File: src/rtl/eaglesong_absorb.sv
// Eaglesong sponge absorber: packs message bytes into 256-bit rate blocks, pads, XORs into state, runs an external permutation.
// Latency: one cycle per accepted byte, one PAD cycle, one START cycle, then WAIT until the permutation's ready rises (or TIMEOUT).
// Backpressure: in_ready is high only in IDLE/FILL; absorb_done holds in DONE until done_ack. Word w of a 512-bit bus is bits [32*w +: 32].
module eaglesong_absorb #(
    parameter logic [7:0] DELIMITER = 8'h06,
    parameter int         TIMEOUT   = 255
) (
    input  logic         clk,
    input  logic         reset,
    input  logic [7:0]   in_byte,
    input  logic         in_valid,
    input  logic         in_last,
    output logic         in_ready,
    input  logic         msg_empty,
    output logic [511:0] state_input,
    output logic         start_eval,
    input  logic [511:0] state_output,
    input  logic         eval_output_ready,
    output logic         absorb_done,
    output logic [511:0] absorbed_state,
    input  logic         done_ack,
    output logic [15:0]  block_count,
    output logic         timeout_err
);

    localparam logic [2:0] IDLE  = 3'd0;
    localparam logic [2:0] FILL  = 3'd1;
    localparam logic [2:0] PAD   = 3'd2;
    localparam logic [2:0] START = 3'd3;
    localparam logic [2:0] WAIT  = 3'd4;
    localparam logic [2:0] DONE  = 3'd5;

    localparam logic [15:0] WAIT_LAST = 16'(TIMEOUT - 1);

    logic [2:0]   fsm;
    logic [511:0] state_q;
    logic [255:0] blk;        // rate block, word w at [32*w +: 32]
    logic [4:0]   idx;        // next byte position within the block
    logic [15:0]  blk_cnt;
    logic [15:0]  wcnt;       // cycles already spent in WAIT
    logic         final_blk;  // current block carries the padding
    logic         pad_pend;   // message ended exactly on a block boundary
    logic         err;
    logic         eor_q;      // eval_output_ready one cycle ago

    // Big-endian byte placement: byte k lands in word k/4, most significant byte first.
    function automatic logic [7:0] byte_lsb(input logic [4:0] k);
        return {k[4:2], 5'b00000} + 8'd24 - {3'b000, k[1:0], 3'b000};
    endfunction

    assign in_ready       = (fsm == IDLE) || (fsm == FILL);
    assign start_eval     = (fsm == START);
    assign absorb_done    = (fsm == DONE);
    assign absorbed_state = state_q;
    assign block_count    = blk_cnt;
    assign timeout_err    = err;
    // State and block are frozen during START/WAIT, so this is stable until WAIT exits.
    assign state_input    = ((fsm == START) || (fsm == WAIT)) ? (state_q ^ {256'b0, blk}) : '0;

    // Previous-cycle copy of the permutation ready, used for rising-edge detection in WAIT.
    always_ff @(posedge clk or posedge reset) begin
        if (reset) eor_q <= 1'b0;
        else       eor_q <= eval_output_ready;
    end

    // Absorb FSM with its datapath registers.
    always_ff @(posedge clk or posedge reset) begin
        if (reset) begin
            fsm       <= IDLE;
            state_q   <= '0;
            blk       <= '0;
            idx       <= '0;
            blk_cnt   <= '0;
            wcnt      <= '0;
            final_blk <= 1'b0;
            pad_pend  <= 1'b0;
            err       <= 1'b0;
        end else begin
            case (fsm)
                IDLE: begin
                    state_q   <= '0;
                    blk       <= '0;
                    idx       <= '0;
                    blk_cnt   <= '0;
                    final_blk <= 1'b0;
                    pad_pend  <= 1'b0;
                    if (in_valid) begin
                        // The first byte is taken here since in_ready is already high.
                        blk[31:24] <= in_byte;
                        idx        <= 5'd1;
                        err        <= 1'b0;
                        fsm        <= in_last ? PAD : FILL;
                    end else if (msg_empty) begin
                        err <= 1'b0;
                        fsm <= PAD;
                    end
                end
                FILL: begin
                    if (in_valid) begin
                        blk[byte_lsb(idx) +: 8] <= in_byte;
                        if (idx == 5'd31) begin
                            // Full block goes out first; a last byte here defers the delimiter to a fresh block.
                            idx      <= 5'd0;
                            pad_pend <= in_last;
                            fsm      <= START;
                        end else begin
                            idx <= idx + 5'd1;
                            if (in_last) fsm <= PAD;
                        end
                    end
                end
                PAD: begin
                    for (int k = 0; k < 32; k++) begin
                        if (5'(k) == idx)     blk[byte_lsb(5'(k)) +: 8] <= DELIMITER;
                        else if (5'(k) > idx) blk[byte_lsb(5'(k)) +: 8] <= 8'h00;
                    end
                    final_blk <= 1'b1;
                    fsm       <= START;
                end
                START: begin
                    blk_cnt <= blk_cnt + 16'd1;
                    wcnt    <= '0;
                    fsm     <= WAIT;
                end
                WAIT: begin
                    if (eval_output_ready && !eor_q) begin
                        state_q <= state_output;
                        blk     <= '0;
                        idx     <= '0;
                        if (final_blk) begin
                            fsm <= DONE;
                        end else if (pad_pend) begin
                            pad_pend <= 1'b0;
                            fsm      <= PAD;
                        end else begin
                            fsm <= FILL;
                        end
                    end else if (wcnt == WAIT_LAST) begin
                        err <= 1'b1;
                        fsm <= DONE;
                    end else begin
                        wcnt <= wcnt + 16'd1;
                    end
                end
                DONE: begin
                    if (done_ack) fsm <= IDLE;
                end
                default: fsm <= IDLE;
            endcase
        end
    end

endmodule

File: config.mk
export PLATFORM = sky130hd
export DESIGN_NAME = eaglesong_absorb
export DESIGN_NICKNAME = d
export VERILOG_FILES = /design/src/rtl/eaglesong_absorb.sv
export SDC_FILE = /design/constraint.sdc
export NUM_CORES = 2
export LEC_CHECK = 0
export CORE_AREA = 2 2 621 623
export DETAILED_ROUTE_END_ITERATION = 8
export DIE_AREA = 0 0 623 625
export PLACE_DENSITY = 0.39
export SYNTH_ARGS = -nofsm -noshare
export SYNTH_HDL_FRONTEND = slang
export SYNTH_SLANG_ARGS = --single-unit
export TNS_END_PERCENT = 1
File: constraint.sdc
create_clock -name clk -period 53.6 [get_ports clk]
set_input_delay 10.72 -clock clk [delete_from_list [all_inputs] [get_ports clk]]
set_output_delay 10.72 -clock clk [all_outputs]
set_load 0.02 [all_outputs]
# After elaboration in Yosys (flattened, before gate mapping)

Cells that the tools add are included.

Register bits after elaboration: 812
Bits of input ports: 527
Output and inout port bits: 1044
Word-level logic and storage cells: 317

Add/sub/neg operators: 6
$lt $le $gt $ge: 32
Eq/ne operators: 81
Shifts and indexed selects: 2
Mux-type cells: 104
Bitwise operators: 1
Reduce and logical (&&, ||, !) cells: 50

Operator list:

| kind                                                                     | count |
|---|---|
| 512-bit 2-to-1 mux                                                       | 2 |
| 256-bit one-hot mux with 4 select lines                                  | 1 |
| 512-bit one-hot mux with 2 select lines                                  | 1 |
| 8-bit 2-to-1 mux                                                         | 65 |
| 256-bit 2-to-1 mux                                                       | 2 |
| 512-bit by 256-bit XOR with 512-bit output                               | 1 |
| 256-bit bitwise mux                                                      | 1 |
| 8-bit by 10-bit variable shift with 256-bit output, first input constant | 1 |
| 8-bit by 10-bit variable part select with 256-bit output                 | 1 |
| 4-bit AND reduction                                                      | 33 |
| 3-bit inequality test, second input constant                             | 33 |
| 5-bit == test, first input constant                                      | 16 |
| 5-bit > comparator, first input constant                                 | 16 |
| 16-bit one-hot mux with 2 select lines                                   | 2 |
| 4-bit by 5-bit == test with 1-bit output, first input constant           | 8 |
| 4-bit by 5-bit > comparator with 1-bit output, first input constant      | 8 |
| 16-bit by 1-bit adder with 16-bit output, second input constant          | 2 |
| 16-bit 2-to-1 mux                                                        | 2 |
| 3-bit 2-to-1 mux                                                         | 9 |
| 3-bit by 5-bit == test with 1-bit output, first input constant           | 4 |
| 3-bit by 5-bit > comparator with 1-bit output, first input constant      | 4 |
| 3-bit one-hot mux with 6 select lines                                    | 1 |
| 16-bit by 8-bit == test with 1-bit output, second input constant         | 1 |
| 5-bit 2-to-1 mux                                                         | 3 |
| 32 further kinds                                                         | 59 |

# Longest topological paths before layout

Depth after elaboration: 7
Gate-level depth with buffers: 11
Gate-level depth less buffers: 8

# Least setup slack after synthesis

Ideal clock, no wire load.

Path type: flip-flop to output port
From: reg fsm[0]
To: out state_input[100]
Arrival: 2118 ps
Data required time: 42880 ps
Slack: 40762 ps
Cell stages (with the launch flop): 9
Path buffers: 4
Path through: dfrtp_1 clkbuf_1 nand3_1 inv_1 nor2_1 clkbuf_1 clkbuf_1 buf_2 nor2_1

Cells in the longest elaborated chain, start to end: 3
Elaborated cells on any way between the ends: 4

RTL lines:

| element                                                                          | line | source |
|---|---|---|
| start, declared                                                                  | 35   | `logic [2:0] fsm;` |
| start signal, assigned                                                           | 92   | `fsm <= in_last ? PAD : FILL;` |
| 3-bit by 2-bit == test with 1-bit output / 3-bit == test (equally long branches) | 58   | `assign state_input = ((fsm == START) \|\| (fsm == WAIT)) ? (state_q ^ {256'b0, blk}) : '0;` |
| 1-bit logical OR (*)                                                             | 58   |  |
| 512-bit 2-to-1 mux (*)                                                           | 58   |  |
| end, declared                                                                    | 15   | `output logic [511:0] state_input,` |

Mark *: on every way between the ends. The rest lies on a longest branch, timed or not.

# Worst setup path in the final report

From: reg fsm[2]
To: out state_input[470]

Same word-level chain as after synthesis.

==> reports/qor.csv <==
metric,value,unit
status,finished with violations,
violations,slew limit,
synth_top_area_cell,dfrtp_1,
rows,228,
gp_congestion,0.9361,
rsz0062_at_grt,no,
drive_gt1_share,5.883,%
drc,0,
relSlewSlack,-3.633,%
maxSlewViolCount,52,
synth_edf_count,0,
clkPwrFrac,32.5,%
synthDistinctLibCells,84,
irDropWorstVdd,0.00002904,V
netlist_instances,4408,
die_h,625,um
fill_cells,43010,
grt_util_met1,18.67,%
grt-ovfl-total,0,
power_switching,1.106,mW
critPathLaunchType,flop,
path_max_fanout,132,
synth_seq_cells,812,
total_power,2.547,mW
post-route-period-util,31.63,%
hp-class,flop to flop,
cts_resized,0,
postCtsHoldBufs,0,
sw_frac_of_total,43.43,%
area_delta_synth_final,64.97,%
synthFlopType,dfrtp_1,
route.detailed.wl_per_inst,30.47,um
cpPeakStageDelay,1.02,ns
fin_crit,16.95,ns
die_w,623,um
synth_area,0.03929,mm^2
crit_slowest_cell,buf_4,
drt-total-wl,336.4,mm
critPathBufInv,7,
htreeDepth,3,
die_area,0.3894,mm^2
nNetsFinal,6392,
core_area,0.3837,mm^2
path_cells,inv_2 > nand3_1 > buf_4 > inv_1 > nor2_4 > buf_4 > buf_12 > buf_4 > nor2b_1 > clkdlybuf4s50_1,
grt_max_degree,153,
vias,40280,
synth-warning-count,0,
postCtsSetupBuffers,0,
met2_usage,30.29,%
fin_area,0.06482,mm^2
grt_use_total,16.58,%
avgSynthCellArea,8.914,um^2
internal-power,1.441,mW
syn_nets,4943,
first_iter_violations,3185,
fin_ws,36.65,ns
yosysSeqAreaShare,51.71,%
use_met3,3.986,%
max_freq,0.05899,GHz
grt_pass1_wl,429.3,mm
p_comb_share,36.0,%
cts_buffers,118,
setup_violations,0,
crit_type,flop to primary output,
worstMarginPinSlew,1.554,ns
ant_nets,0,
fin_tns_setup,0,ns
avgViaCountPerCell,3.649,
io_pins,1571,
seqPwrFrac,31.5,%
cts.path.max_buffers,4,
start_util,10.24,%
place_area,0.06075,mm^2
crit_required,42.88,ns
synthArstFlopShare,100.0,%
cp-end-kind,primary output,
drtPass1Iterations,6,
p_leak,23.52,nW
place_ws,37.74,ns
cts_sinks,812,
arrival,6.23,ns
synth_top_area_share,51.71,%
root_buffer,clkbuf_16,
first_global_vias,40480,
busiest_layer,met2,
place_hpwl,277.0,mm
clk_pin_slew,0.07,ns
cpMostUsedCell,buf_4,
hold_viol_final,0,
antenna_found_initial,121,
critPathTopFamily,buffers and inverters,
synth.area.top_cells,"dfrtp_1 52%, nand2_1 11%, o21ai_0 7.5%, xnor2_1 5.9%, nor2b_1 4.2%",
drv_cap,0,
dpl.cell_count,10800,
port_buffers,1570,
fin_cells,11040,
cts_tree,yes,
power.density,39.30,mW/mm^2
skew,0.1203,ns
clock_latency,0.90,ns
==> stage by stage <==
| stage | utilization, % | hold slack, ns |
|---|---|---|
| detailed placement | 15.83 | 0.4802 |
| CTS | 16.87 | 0.4929 |
| global placement | 15.83 | 0.4729 |
| global route | 16.88 | 0.5046 |
| floorplan | - | 0.4608 |
| finish | 16.89 | 0.4850 |
==> placed cells by master (no fill, tap or decap), types with 9 or more instances in the layout <==
master	n
dfrtp_1	812
nand2b_1	9
xnor2_1	263
a21oi_1	54
a21o_1	11
nor2_1	436
diode_2	30
bufinv_16	9
mux2i_1	101
a32o_1	30
nor3_1	25
o21ai_0	589
clkdlybuf4s50_1	1564
and3_1	14
o221a_2	14
a221o_1	23
clkbuf_8	32
or3_1	12
clkbuf_16	118
nand2_1	1103
a31oi_1	17
nor2b_1	264
clkbuf_1	18
a22o_1	79
buf_4	78
inv_1	17
o21ai_1	11
nand4_1	12
clkinv_2	21
nand3_1	39
==> worst reg2reg max path: stages, from the launching register on <==
cell,delay (ns)
dfrtp_1,0.75
nor3b_2,0.61
nor2b_4,0.87
buf_4,0.67
buf_4,0.66
buf_4,0.86
buf_4,0.86
o21ai_0,0.28
==> kinds of logic after synthesis <==
| family | after synthesis | share of synthesized area [%] |
|---|---|---|
| buffers and inverters | 335 | 3.363 |
| AND/OR/NAND/NOR | 1986 | 22.22 |
| XOR/XNOR | 268 | 6.012 |
| AO/OA/AOI/OAI | 894 | 13.75 |
| adder cells (fa/ha/maj) | 8 | 0.2548 |
| flip-flops | 812 | 51.71 |
| multiplexers | 105 | 2.688 |
==> sequential cells by signal, indices dropped and copies added (netlist names) <==
name / flops
block_count: 16
idx: 5
eor_q: 1
pad_pend: 1
fsm: 3
wcnt: 16
absorbed_state: 512
final_blk: 1
timeout_err: 1
blk: 256
==> synthesized netlist by cell type, drive strengths merged, types with 4 or more instances <==
cell and n:
a221o 23, mux2i 101, nor2 440, o21a 8
mux2 4, clkbuf 262, nor3b 7, nor3 34
nand3 39, o221a 14, a22o 79, o21ai 602
nand2 1108, a31oi 17, dfrtp 812, o22ai 4
o21bai 5, o221ai 7, xor2 4, ha 8
or2 10, a32o 30, a21o 11, nor2b 265
and3 14, nand4 12, o211ai 8, and2 8
nor4 13, or3 13, o31ai 6, a211oi 4
a21oi 56, xnor2 264, buf 54, nand2b 9
inv 19
==> layout make-up <==
type,count,area [um^2],area share [%]
Antenna cell,30,75.07,0.1158
Clock buffer,168,3461,5.339
Clock inverter,44,529.3,0.8165
Inverter,19,78.83,0.1216
Multi-Input combinational cell,3261,17720,27.34
Sequential cell,812,20320,31.35
Tap cell,5060,6331,9.767
Timing Repair Buffer,1645,16300,25.15
==> layer usage <==
layer	routed length [um]	vias up
met5	170	-
met4	12520	26
met3	21570	419
met2	174100	1700
met1	128000	20580
li1	-	17560
==> power by group through the flow <==
stage          Combinational, mW  Sequential (mW)  Clock (mW)
2_1_floorplan              0.409            0.788           0
3_3_place_gp               0.935            0.816           0
3_5_place_dp               0.940            0.818           0
4_1_cts                    0.943            0.808       0.860
5_1_grt                    0.981            0.810       0.879
6_report                   0.916            0.803       0.828
==> final timing paths <==
check                           startpoint             endpoint  slack, ns  depth (start not counted)
max in group asynchronous            reset               blk[3]      39.53                          6
hold / removal             block_count[15]      block_count[15]       0.49                          1
setup / recovery                    fsm[2]     state_input[470]      36.65                         10
hold reg to reg            block_count[15]      block_count[15]       0.49                          1
min in group asynchronous            reset  absorbed_state[171]      10.37                          2
setup reg to reg                    fsm[0]   absorbed_state[45]      47.80                          7
(Power assumes the default switching activity.)
